$ cat src/rtl/exe_r_arbiter_pkg.sv
// Shared constants for the R-type execute arbiter slice: requester limits,
// perf counter width, datapath widths and the packed-slice index helper.
package exe_r_arbiter_pkg;

    localparam int EXE_ARB_MAX_REQ = 4;
    localparam int PERF_CNT_W      = 16;

    localparam int DATA_WIDTH  = 32;
    localparam int RDATA_WIDTH = 32;
    localparam int RADDR_WIDTH = 5;

    // Low bit of requester idx inside a packed per-requester bus.
    function automatic int slice_lo(input int idx, input int width);
        return idx * width;
    endfunction

endpackage

$ cat src/rtl/exe_r_arbiter_rr_arbiter_comb.sv
// Combinational round-robin picker: returns the first valid requester at or
// after ptr, wrapping modulo NUM_REQ.
module rr_arbiter_comb #(
    parameter int NUM_REQ = 2,
    parameter int ID_W    = $clog2(NUM_REQ)
) (
    input  logic [NUM_REQ-1:0] valid,
    input  logic [ID_W-1:0]    ptr,
    output logic [ID_W-1:0]    gnt_idx,
    output logic               gnt_any
);

    int cand;

    // Walk offsets from farthest to nearest so the closest valid one wins last.
    always_comb begin
        gnt_idx = ptr;
        gnt_any = 1'b0;
        cand    = 0;
        for (int k = NUM_REQ - 1; k >= 0; k--) begin
            cand = int'(ptr) + k;
            if (cand >= NUM_REQ) begin
                cand = cand - NUM_REQ;
            end
            if (valid[cand]) begin
                gnt_idx = ID_W'(cand);
                gnt_any = 1'b1;
            end
        end
    end

endmodule

$ cat src/rtl/exe_r_arbiter.sv
// Round-robin share of one combinational R-type execute unit with a
// single-entry result register. Define EXE_R_ARB_PERF_EN for perf counters.
module exe_r_arbiter
    import exe_r_arbiter_pkg::*;
#(
    parameter int NUM_REQ = 2,
    parameter int ID_W    = $clog2(NUM_REQ)
) (
    input  logic                           clk_i,
    input  logic                           rst_n_i,
    input  logic [NUM_REQ-1:0]             req_valid_i,
    output logic [NUM_REQ-1:0]             req_ready_o,
    input  logic [NUM_REQ*DATA_WIDTH-1:0]  req_op1_i,
    input  logic [NUM_REQ*DATA_WIDTH-1:0]  req_op2_i,
    input  logic [NUM_REQ*RDATA_WIDTH-1:0] req_inst_i,
    input  logic [NUM_REQ*RADDR_WIDTH-1:0] req_waddr_i,
    output logic [DATA_WIDTH-1:0]          exe_op1_o,
    output logic [DATA_WIDTH-1:0]          exe_op2_o,
    output logic [RDATA_WIDTH-1:0]         exe_inst_o,
    output logic [RADDR_WIDTH-1:0]         exe_waddr_o,
    input  logic [RDATA_WIDTH-1:0]         exe_wdata_i,
    input  logic                           exe_we_i,
    output logic                           res_valid_o,
    input  logic                           res_ready_i,
    output logic [RDATA_WIDTH-1:0]         res_wdata_o,
    output logic [RADDR_WIDTH-1:0]         res_waddr_o,
    output logic                           res_we_o,
    output logic [ID_W-1:0]                res_id_o
`ifdef EXE_R_ARB_PERF_EN
    ,
    output logic [NUM_REQ*PERF_CNT_W-1:0]  perf_gnt_cnt_o,
    output logic [PERF_CNT_W-1:0]          perf_stall_cnt_o
`endif
);

    logic [ID_W-1:0] rr_ptr;
    logic [ID_W-1:0] ptr_next;
    logic [ID_W-1:0] gnt_idx;
    logic            gnt_any;
    logic            can_accept;
    logic            fire;
    int              gnt_sel;

    rr_arbiter_comb #(
        .NUM_REQ (NUM_REQ),
        .ID_W    (ID_W)
    ) u_pick (
        .valid   (req_valid_i),
        .ptr     (rr_ptr),
        .gnt_idx (gnt_idx),
        .gnt_any (gnt_any)
    );

    // Gating with rst_n_i keeps every ready low while reset is held.
    assign can_accept = !res_valid_o || res_ready_i;
    assign fire       = gnt_any && can_accept && rst_n_i;
    assign gnt_sel    = int'(gnt_idx);
    assign ptr_next   = (gnt_sel == NUM_REQ - 1) ? '0 : gnt_idx + ID_W'(1);

    always_comb begin
        req_ready_o          = '0;
        req_ready_o[gnt_idx] = fire;
    end

    assign exe_op1_o   = req_op1_i[slice_lo(gnt_sel, DATA_WIDTH) +: DATA_WIDTH];
    assign exe_op2_o   = req_op2_i[slice_lo(gnt_sel, DATA_WIDTH) +: DATA_WIDTH];
    assign exe_inst_o  = req_inst_i[slice_lo(gnt_sel, RDATA_WIDTH) +: RDATA_WIDTH];
    assign exe_waddr_o = req_waddr_i[slice_lo(gnt_sel, RADDR_WIDTH) +: RADDR_WIDTH];

    // A drain without refill clears only the valid flag; data stays put.
    always_ff @(posedge clk_i or negedge rst_n_i) begin
        if (!rst_n_i) begin
            res_valid_o <= 1'b0;
            res_wdata_o <= '0;
            res_waddr_o <= '0;
            res_we_o    <= 1'b0;
            res_id_o    <= '0;
            rr_ptr      <= '0;
        end else if (fire) begin
            res_valid_o <= 1'b1;
            res_wdata_o <= exe_wdata_i;
            res_we_o    <= exe_we_i;
            res_waddr_o <= exe_waddr_o;
            res_id_o    <= gnt_idx;
            rr_ptr      <= ptr_next;
        end else if (res_valid_o && res_ready_i) begin
            res_valid_o <= 1'b0;
        end
    end

`ifdef EXE_R_ARB_PERF_EN
    always_ff @(posedge clk_i or negedge rst_n_i) begin
        if (!rst_n_i) begin
            perf_gnt_cnt_o   <= '0;
            perf_stall_cnt_o <= '0;
        end else begin
            for (int i = 0; i < NUM_REQ; i++) begin
                if (fire && gnt_sel == i &&
                    perf_gnt_cnt_o[i*PERF_CNT_W +: PERF_CNT_W] != {PERF_CNT_W{1'b1}}) begin
                    perf_gnt_cnt_o[i*PERF_CNT_W +: PERF_CNT_W] <=
                        perf_gnt_cnt_o[i*PERF_CNT_W +: PERF_CNT_W] + PERF_CNT_W'(1);
                end
            end
            if (res_valid_o && !res_ready_i && (|req_valid_i) &&
                perf_stall_cnt_o != {PERF_CNT_W{1'b1}}) begin
                perf_stall_cnt_o <= perf_stall_cnt_o + PERF_CNT_W'(1);
            end
        end
    end
`endif

endmodule

$ cat config.mk
export PLATFORM = sky130hd
export DESIGN_NAME = exe_r_arbiter
export DESIGN_NICKNAME = d
export VERILOG_FILES = /design/src/rtl/exe_r_arbiter_pkg.sv /design/src/rtl/exe_r_arbiter_rr_arbiter_comb.sv /design/src/rtl/exe_r_arbiter.sv
export SDC_FILE = /design/constraint.sdc
export NUM_CORES = 1
export LEC_CHECK = 0
export ABC_AREA = 1
export CAP_MARGIN = 0
export CORE_AREA = 4 4 147 149
export DETAILED_ROUTE_END_ITERATION = 6
export DIE_AREA = 0 0 151 153
export DONT_BUFFER_PORTS = 1
export PLACE_DENSITY = 0.37
export SYNTH_ARGS = -nofsm -noshare
export SYNTH_HDL_FRONTEND = slang
export SYNTH_SLANG_ARGS = --single-unit
$ cat constraint.sdc
create_clock -name clk_i -period 2.7 [get_ports clk_i]
set_clock_uncertainty 0.2 [all_clocks]
set_input_delay 0.675 -clock clk_i [delete_from_list [all_inputs] [get_ports clk_i]]
set_output_delay 0.675 -clock clk_i [all_outputs]
set_load 0.05 [all_outputs]
==> results of run 1 <==
## sequential cells by signal, indices dropped and copies added, names as in the netlist
signal,count
res_id_o,1
res_valid_o,1
res_waddr_o,5
res_wdata_o,32
res_we_o,1
rr_ptr,1
## final cells by class
class / instances / area, um2 / share of cell area, %
flip-flops and latches: 41 / 1026 / 18.92
clock buffers: 5 / 125.1 / 2.307
clock inverters: 3 / 17.52 / 0.3230
multi-input cells: 434 / 1672 / 30.82
inverters: 15 / 58.81 / 1.084
repair buffers: 113 / 2187 / 40.32
well taps: 270 / 337.8 / 6.228
## stage by stage
stage,util [%],hold slack [ps],std cells
final,26.89,32.19,881
after global routing,26.89,37.81,881
after CTS,26.89,33.69,881
after detailed placement,26.09,180.5,872
after global placement,26.09,180.7,872
after floorplan,-,179.4,519
## power groups by stage
stage                     clock, mW  combinational, mW  sequential [mW]
after floorplan                   0               1.39             1.15
after global placement            0               2.70             1.18
after detailed placement          0               2.70             1.17
after CTS                     0.607               2.72             1.17
after global routing          0.637               2.83             1.18
final                         0.581               2.68             1.16
## worst max-delay path by stage
stage                                end           start  cells after the start
after floorplan           req_ready_o[0]  req_valid_i[1]                      6
after global placement     exe_op1_o[25]  req_valid_i[1]                      8
after detailed placement   exe_op1_o[25]  req_valid_i[1]                      8
after CTS                  exe_op1_o[25]          rr_ptr                      8
after global routing       exe_op1_o[29]          rr_ptr                      8
final                      exe_op1_o[29]          rr_ptr                      8
## cell families (layout without fill, tap and decap cells)
kind of cell           count (synthesis)  count (layout)  share of synthesized area, %
buffers and inverters                 44             136                         7.949
DFF                                   41              41                         35.04
AOI/OAI and AO/OA                      2               2                        0.3419
and+or+nand+nor                      432             432                         56.67
## per-layer routing
layer,up-vias,global-route usage [%]
li1,1709,-
met1,1561,12.44
met2,210,22.22
met3,10,4.057
met4,0,2.504
met5,-,0
## layout by cell type, fill, tap and decap left out
master,netlist,final
nand2_1,409,409
buf_12,0,107
dfrtp_1,41,41
inv_1,14,14
nand3_1,10,10
buf_4,3,6
and2_1,5,5
clkbuf_16,0,5
nor2_1,5,4
nand2_2,2,2
o21ai_0,2,2
clkinv_2,0,2
nand2_4,1,1
inv_4,1,1
nor2_2,0,1
clkinvlp_4,0,1
==> impl_metrics.py, run 1 <==
metrics = {
    "run_status": {
        "outcome": "complete, no violations",
    },
    "clock_tree": {
        "cts_buffers": 5,
        "ctsHoldBuffers": 1,
        "clkTransAtPathRegs_ps": 60,
        "clock_tree.root_cell": "clkbuf_16",
        "cts_num_sinks": 41,
        "cts_resized": 0,
        "cts_tree": "yes",
        "post_cts_buffers": 0,
        "clockBufferDepth": 2,
        "htreeDepth": 2,
        "insertion_delay_ps": 280,
    },
    "cells_and_area": {
        "nNetsFinal": 850,
        "nFillCells": 2196,
        "area_delta_synth_final_pct": 85.26,
        "drive_gt1_share_pct": 20.62,
        "n_antenna_cell": 0,
        "fin_area_um2": 5424,
    },
    "setup_path": {
        "r2r_slack_ps": 1120,
        "cp_slowest_cell": "dfrtp_1",
        "worstReg2RegStart": "res_valid_o",
        "rr_worst_depth": 6,
        "start_kind": "flop",
        "cpPeakStageDelay_ps": 380,
        "crit_buf_inv": 3,
        "crit_path_frequent_cell": "nand2_1",
        "crit_chain": "nand2_1 -> nand2_2 -> nand2_4 -> inv_4 -> buf_12 -> nand2_1 -> nand2_1 -> buf_12",
        "critical_path_class": "reg -> out",
        "path_max_fanout": 59,
        "rr_endpoint": "res_wdata_o[14]",
        "critical-path-top-delay-family": "simple AND/OR/NAND/NOR gates",
        "worst-endpoint-required_ps": 1820,
        "cp.arrival_ps": 1650,
        "endpoint_kind": "output pin",
    },
    "detailed_routing": {
        "drc_errors": 0,
        "drt-total-wl_mm": 14.91,
        "wl_met3_mm": 1.751,
        "via_per_inst": 3.961,
        "dr_total_vias": 3490,
        "wl_met1_mm": 5.066,
        "ant_nets": 0,
        "met2_length_mm": 7.921,
        "maxUsedRoutingLayer": "met4",
        "routedWlPerCell_um": 16.92,
        "first_pass_iters": 6,
        "drt-initial-drc-count": 90,
    },
    "synth": {
        "synthTopCellsByCount": "409 x nand2_1, 41 x dfrtp_1, 19 x buf_2",
        "ys_seq_area_share_pct": 35.04,
        "ys_async_sr_fraction_pct": 100.0,
        "netlist_area_um2": 2928,
        "synth_top_area_share_pct": 52.44,
        "synthCells": 519,
        "syn_avg_cell_area_um2": 5.641,
        "synth_area_leader_cell": "nand2_1",
        "yosysMostFrequentCell": "nand2_1",
        "yosys_warnings": 0,
        "synth_cell_types": 14,
        "synth-seq-cells": 41,
        "synth_edf_count": 0,
        "synth_nets": 759,
        "synthTopCellsByArea": "nand2_1 52%, dfrtp_1 35%, buf_2 3.2%",
        "ys.flop_type": "dfrtp_1",
    },
    "sta": {
        "setup_tns_ps": 0,
        "slew_headroom_pct": 64.82,
        "hold_viol": 0,
        "layout_setup_ws_ps": 171.6,
        "fmax_mhz": 395.5,
        "finalCriticalPeriod_ps": 2528,
        "setup_viol": 0,
        "worstMarginPinSlew_ps": 527.8,
        "fin_crit_sh_pct": 93.64,
        "rsz0062_at_grt": "no",
        "drv_slew": 0,
    },
    "pwr": {
        "p_int_mw": 2.173,
        "p_sw_share_pct": 50.88,
        "powerDensity_nw_per_um2": 815.7,
        "irDropWorstVdd_mv": 0.4273,
        "seqPwrFrac_pct": 26.3,
        "combPwrFrac_pct": 60.6,
        "clockPowerShare_pct": 13.1,
        "switching_power_mw": 2.251,
        "p_leak_nw": 2.918,
        "power_mw": 4.424,
    },
    "run": {
        "maxCapViolations": 0,
    },
    "global_routing": {
        "track_usage_pct": 11.77,
        "grt_max_degree": 60,
        "antenna_found_initial": 0,
        "grt_pass1_vias": 3538,
        "grt_overflow": 0,
        "grt_pass1_wl_mm": 20.84,
    },
    "place": {
        "io_buffers": 0,
        "dp_slack_ps": 171.8,
        "hpwl_mm": 12.47,
        "gp_congestion": 0.8632,
        "placedInstanceArea_um2": 5261,
    },
    "die": {
        "die_w_um": 151,
        "die_h_um": 153,
        "io_pins": 383,
        "die-area_um2": 23100,
        "core_um2": 20170,
        "rows": 52,
        "initial_core_util_pct": 14.52,
    },
    "worst_hold_path": {
        "hold_class": "in -> async",
    },
}
Power figures use the tool's default switching activity.
==> inputs of run 2 (changes only) <==
--- a/config.mk
+++ b/config.mk
@@ -12,6 +12,7 @@
 export DIE_AREA = 0 0 151 153
 export DONT_BUFFER_PORTS = 1
 export PLACE_DENSITY = 0.37
+export SLEW_MARGIN = 20
 export SYNTH_ARGS = -nofsm -noshare
 export SYNTH_HDL_FRONTEND = slang
 export SYNTH_SLANG_ARGS = --single-unit
==> results of run 2 <==
Final layout, timing and power as in run 1 (identical DEF).
==> inputs of run 3 (changes only) <==
--- a/config.mk
+++ b/config.mk
@@ -12,6 +12,7 @@
 export DIE_AREA = 0 0 151 153
 export DONT_BUFFER_PORTS = 1
 export PLACE_DENSITY = 0.37
+export SKIP_CTS_REPAIR_TIMING = 1
 export SLEW_MARGIN = 20
 export SYNTH_ARGS = -nofsm -noshare
 export SYNTH_HDL_FRONTEND = slang
==> run 3 against run 2 <==
Compared with the run above:
- hold slack got worse by 9.5 ps
- register-to-register slack about the same
- count of clock-buffer cells in the layout unchanged
- critical path type unchanged
- via count increased by 0.37%
- setup slack got worse by 3.5 ps
==> impl_metrics.py, run 3 (synthesis results as in run 1) <==
metrics = {
    "cells_and_area": {
        "drive_gt1_share_pct": 20.62,
        "largest_reg_flops": 32,
        "area_delta_synth_final_pct": 85.51,
        "fin_area_um2": 5431,
        "final_cells": 881,
        "nFillCells": 2196,
        "top_register": "res_wdata_o",
        "nNetsFinal": 850,
        "largest_registers": "res_wdata_o x32, res_waddr_o x5",
        "final_cell_mix": "409 x nand2_1, 106 x buf_12, 41 x dfrtp_1, 14 x inv_1, 10 x nand3_1",
        "n_antenna_cell": 0,
        "layout_commonest_cell": "nand2_1",
    },
    "sta": {
        "finalCriticalPeriod_ps": 2532,
        "hold_viol": 0,
        "setup_viol": 0,
        "fmax_mhz": 395.0,
        "setup_tns_ps": 0,
        "fin_crit_sh_pct": 93.77,
        "layout_setup_ws_ps": 168.1,
        "slew_headroom_pct": 64.80,
        "rsz0062_at_grt": "no",
        "worstMarginPinSlew_ps": 527.9,
        "drv_slew": 0,
    },
    "detailed_routing": {
        "drt-initial-drc-count": 96,
        "via_per_inst": 3.976,
        "drt-total-wl_mm": 14.90,
        "drc_errors": 0,
        "dr_total_vias": 3503,
        "ant_nets": 0,
        "routedWlPerCell_um": 16.92,
        "first_pass_iters": 6,
    },
    "die": {
        "die_w_um": 151,
        "die-area_um2": 23100,
        "initial_core_util_pct": 14.52,
        "io_pins": 383,
        "core_um2": 20170,
        "rows": 52,
        "die_h_um": 153,
    },
    "pwr": {
        "irDropWorstVdd_mv": 0.4271,
        "powerDensity_nw_per_um2": 815.0,
        "power_mw": 4.427,
        "p_leak_nw": 2.921,
    },
    "setup_path": {
        "worstReg2RegStart": "res_valid_o",
        "rr_endpoint": "res_wdata_o[14]",
        "cp-endpoint": "exe_op1_o[29]",
        "r2r_slack_ps": 1120,
        "cp-startpoint": "rr_ptr",
        "critical_path_class": "reg -> out",
        "cp.arrival_ps": 1660,
        "start_kind": "flop",
        "path_max_fanout": 59,
        "rr_worst_depth": 6,
        "endpoint_kind": "output pin",
        "worst-endpoint-required_ps": 1820,
    },
    "worst_hold_path": {
        "hold_class": "in -> async",
    },
    "place": {
        "placedInstanceArea_um2": 5261,
        "gp_congestion": 0.8632,
        "dp_slack_ps": 171.8,
        "placed_cells": 872,
        "io_buffers": 0,
        "hpwl_mm": 12.47,
    },
    "clock_tree": {
        "htreeDepth": 2,
        "clock_tree.root_cell": "clkbuf_16",
        "cts_num_sinks": 41,
        "insertion_delay_ps": 280,
        "cts_buffers": 5,
        "clkTransAtPathRegs_ps": 60,
        "clockBufferDepth": 2,
        "cts_tree": "yes",
    },
    "global_routing": {
        "grt_max_degree": 60,
        "grt_pass1_vias": 3525,
        "grt_overflow": 0,
        "track_usage_pct": 11.72,
        "antenna_found_initial": 0,
        "grt_pass1_wl_mm": 20.78,
    },
    "run_status": {
        "outcome": "complete, no violations",
    },
    "run": {
        "maxCapViolations": 0,
    },
}
run 3: changes by cell type in the layout (fill, tap and decap cells not counted):
| cell | before | now |
|---|---|---|
| buf_12 | 107 | 106 |
| buf_16 | 0 | 1 |
run 3: worst max-delay path: stages (launching register included):
cell and delay [ps]:
dfrtp_1 380, nand2_1 80, nand2_2 80, nand2_4 80, inv_4 80, buf_12 220
nand2_1 90, nand2_1 130, buf_12 150
run 3: worst min-delay path by stage:
stage             from               to  slack, ps  cells past startpoint
6_report       rst_n_i  res_wdata_o[30]         20                      1
2_1_floorplan  rst_n_i         res_id_o        180                      0
3_5_place_dp   rst_n_i  res_wdata_o[29]        180                      0
4_1_cts        rst_n_i   res_wdata_o[1]       -130                      0
3_3_place_gp   rst_n_i  res_wdata_o[29]        180                      0
5_1_grt        rst_n_i  res_wdata_o[29]         30                      1
run 3: power by group:
group | total [mW] | switching [mW] | internal, mW | leakage [nW]
logic | 2.68 | 1.56 | 1.12 | 2.35
registers | 1.16 | 0.451 | 0.712 | 0.504
clock network | 0.583 | 0.244 | 0.339 | 0.0696
total | 4.43 | 2.25 | 2.17 | 2.92
run 3: metrics by stage:
step	hold WS, ps	util, %
after floorplan	179.4	-
after global placement	180.7	26.09
after detailed placement	180.5	26.09
after CTS	-131.9	26.79
after global routing	28.98	26.93
final	22.64	26.93
run 3: cell type report:
| class | instances | area (um2) | area share, % |
|---|---|---|---|
| Clock buffer | 5 | 125.1 | 2.304 |
| Clock inverter | 3 | 17.52 | 0.3225 |
| Inverter | 15 | 58.81 | 1.083 |
| Multi-Input combinational cell | 434 | 1672 | 30.78 |
| Sequential cell | 41 | 1026 | 18.89 |
| Tap cell | 270 | 337.8 | 6.220 |
| Timing Repair Buffer | 113 | 2195 | 40.41 |
run 3: metal layers:
layer	share of wire (%)	vias up	track usage (%)
li1	-	1711	-
met1	34	1570	12.50
met2	53	212	22.03
met3	12	10	4.027
met4	1.1	0	2.504
met5	0	-	0
==> variant: new RTL, config.mk and constraints of run 1 <==
The package constant `RADDR_WIDTH` goes from 5 to 7.
--- a/src/rtl/exe_r_arbiter_pkg.sv
+++ b/src/rtl/exe_r_arbiter_pkg.sv
@@ -7,7 +7,7 @@
 
     localparam int DATA_WIDTH  = 32;
     localparam int RDATA_WIDTH = 32;
-    localparam int RADDR_WIDTH = 5;
+    localparam int RADDR_WIDTH = 7;
 
     // Low bit of requester idx inside a packed per-requester bus.
     function automatic int slice_lo(input int idx, input int width);
Ports: changed (resized exe_waddr_o, req_waddr_i and res_waddr_o); port bits go from 383 to 391. No check against the original RTL was run, so the function may have changed too.
==> variant against run 1 <==
Area after synthesis up 4.0%; total power up 2.9%; utilization up 0.94 points; sequential cell count up 2; critical path depth down 1; setup slack better by 1.7 ps; wire length up 5.7%; final area up 3.5%; non-clock buffer count up 7; largest cell class unchanged.
==> variant: results (changes against run 1) <==
Synth
  – Synth area leaders: nand2_1 (51%), dfrtp_1 (35%), buf_2 (3.3%), nand3_1 (2.3%), inv_1 (2.2%) (was nand2_1 (52%), dfrtp_1 (35%), buf_2 (3.2%), inv_1 (1.8%), nand3_1 (1.7%))
  – Post-synth top cells: nand2_1 (415), dfrtp_1 (43), buf_2 (20) (was nand2_1 (409), dfrtp_1 (41), buf_2 (19))
  – Post-synthesis async set-or-reset flop share: 100.0% (unchanged)
  – Syn Nets: 782 (was 759)
  – Sequential area share after synthesis: 35.33% (was 35.04%)
  – Top FF cell, synth: dfrtp_1 (unchanged)
  – Synth unique cells: 14 (unchanged)

Finish
  – Layout cell share with drive strength beyond 1: 20.82% (was 20.62%)
  – Nets: 879 (was 850)
  – Final core occ: 27.83% (was 26.89%)
  – Biggest regs: res_wdata_o: 32 flops, res_waddr_o: 7 flops (was res_wdata_o: 32 flops, res_waddr_o: 5 flops)
  – Layout fillers: 2,204 (was 2,196)

Pwr
  – Leakage power: 3.029 nW (was 2.918 nW)
  – Max VDD drop: 296.0 uV (was 427.3 uV)

Clock tree
  – TritonCTS Buffers: 5 (unchanged)
  – Max Root-Sink Buffers: 2 (unchanged)

Worst setup path
  – Critical R2R Capture: res_waddr_o[4]$_DFFE_PN0P_ (was res_wdata_o[14]$_DFFE_PN0P_)
  – Largest fanout on the critical path: 64 (was 59)
  – Worst path arrival time: 1650 ps (about the same)
  – Delay of the slowest critical-path stage: between 300 and 400 ps
  – Delay-heaviest family, CP: simple AND/OR/NAND/NOR gates (unchanged)

Placement
  – Placed wire-length estimate: 13,270 um (was 12,470 um)
  – Dpl cell area: 0.005454 sq mm (was 0.005261 sq mm)
  – I/O Buffers: 0 (unchanged)
  – Placer Congestion: 0.8347 (was 0.8632)
  – Pre-CTS setup slack: 189.2 ps (was 171.8 ps)

Run status
  – Status: finished, final reports clean (unchanged)

Drt
  – Iter 0 DRT Violations: 133 (was 90)
  – Final WL: 15,770 um (was 14,910 um)
  – Router iterations before antenna repair: 4 (was 6)
  – Vias: 3,549 (was 3,490)

Global route
  – First-pass GRT wire length: 21,820 um (was 20,840 um)
  – Pin count of the biggest net entering global routing: 65 (was 60)
  – Gr usage total: 12.36% (was 11.77%)

Timing
  – Worst hold slack: 38.29 ps (was 32.19 ps)
  – Worst rel slew slack: 66.21% (was 64.82%)
variant: area by class of cell:
class | instances | area share, %
Sequential cell | 43 | 19.17
Clock inverter | 1 | 0.1337
Tap cell | 270 | 6.017
Timing Repair Buffer | 120 | 40.25
Inverter | 19 | 1.315
Multi-Input combinational cell | 446 | 30.89
Clock buffer | 5 | 2.229
variant: kinds of logic after synthesis:
family	synth area share, %
compound gates	0.3287
buf+inv	8.053
flops	35.33
simple gates	56.29
variant: metrics by stage:
stage / cells / total power [mW]
after CTS: 904 / 4.619
after global placement: 897 / 4.008
after global routing: 904 / 4.774
after floorplan: 538 / 2.635
after detailed placement: 897 / 4.012
final: 904 / 4.554
variant: what timing repair did:
action	CTS	global route
hold buffers	1	0
buffers inserted	0	0
resized for setup	0	0
endpoints found under the hold margin	43	0
variant: worst max-delay path by stage:
| stage | startpoint | end | slack (ps) | depth (start not counted) |
|---|---|---|---|---|
| after detailed placement | req_valid_i[1] | exe_op1_o[28] | 190 | 7 |
| final | rr_ptr$_DFFE_PN0P_ | exe_op1_o[28] | 170 | 7 |
| after global routing | rr_ptr$_DFFE_PN0P_ | exe_op1_o[14] | 60 | 7 |
| after CTS | rr_ptr$_DFFE_PN0P_ | exe_op1_o[28] | 160 | 7 |
| after global placement | req_valid_i[1] | exe_op1_o[14] | 200 | 7 |
| after floorplan | req_valid_i[1] | req_ready_o[0] | 2 | 6 |
variant: where the power goes:
part	leakage, nW	switching (mW)	internal [mW]	total, mW
clock	0.0618	0.242	0.332	0.574
sequential	0.529	0.475	0.749	1.22
combinational	2.44	1.60	1.16	2.76
variant: per-layer routing:
| layer | track usage [%] | vias to the layer above | part of all wire [%] |
|---|---|---|---|
| met5 | 0 | - | 0 |
| met4 | 1.641 | 0 | 1.2 |
| met3 | 4.531 | 16 | 11 |
| met2 | 23.48 | 220 | 53 |
| met1 | 13.22 | 1532 | 34 |
| li1 | - | 1781 | - |
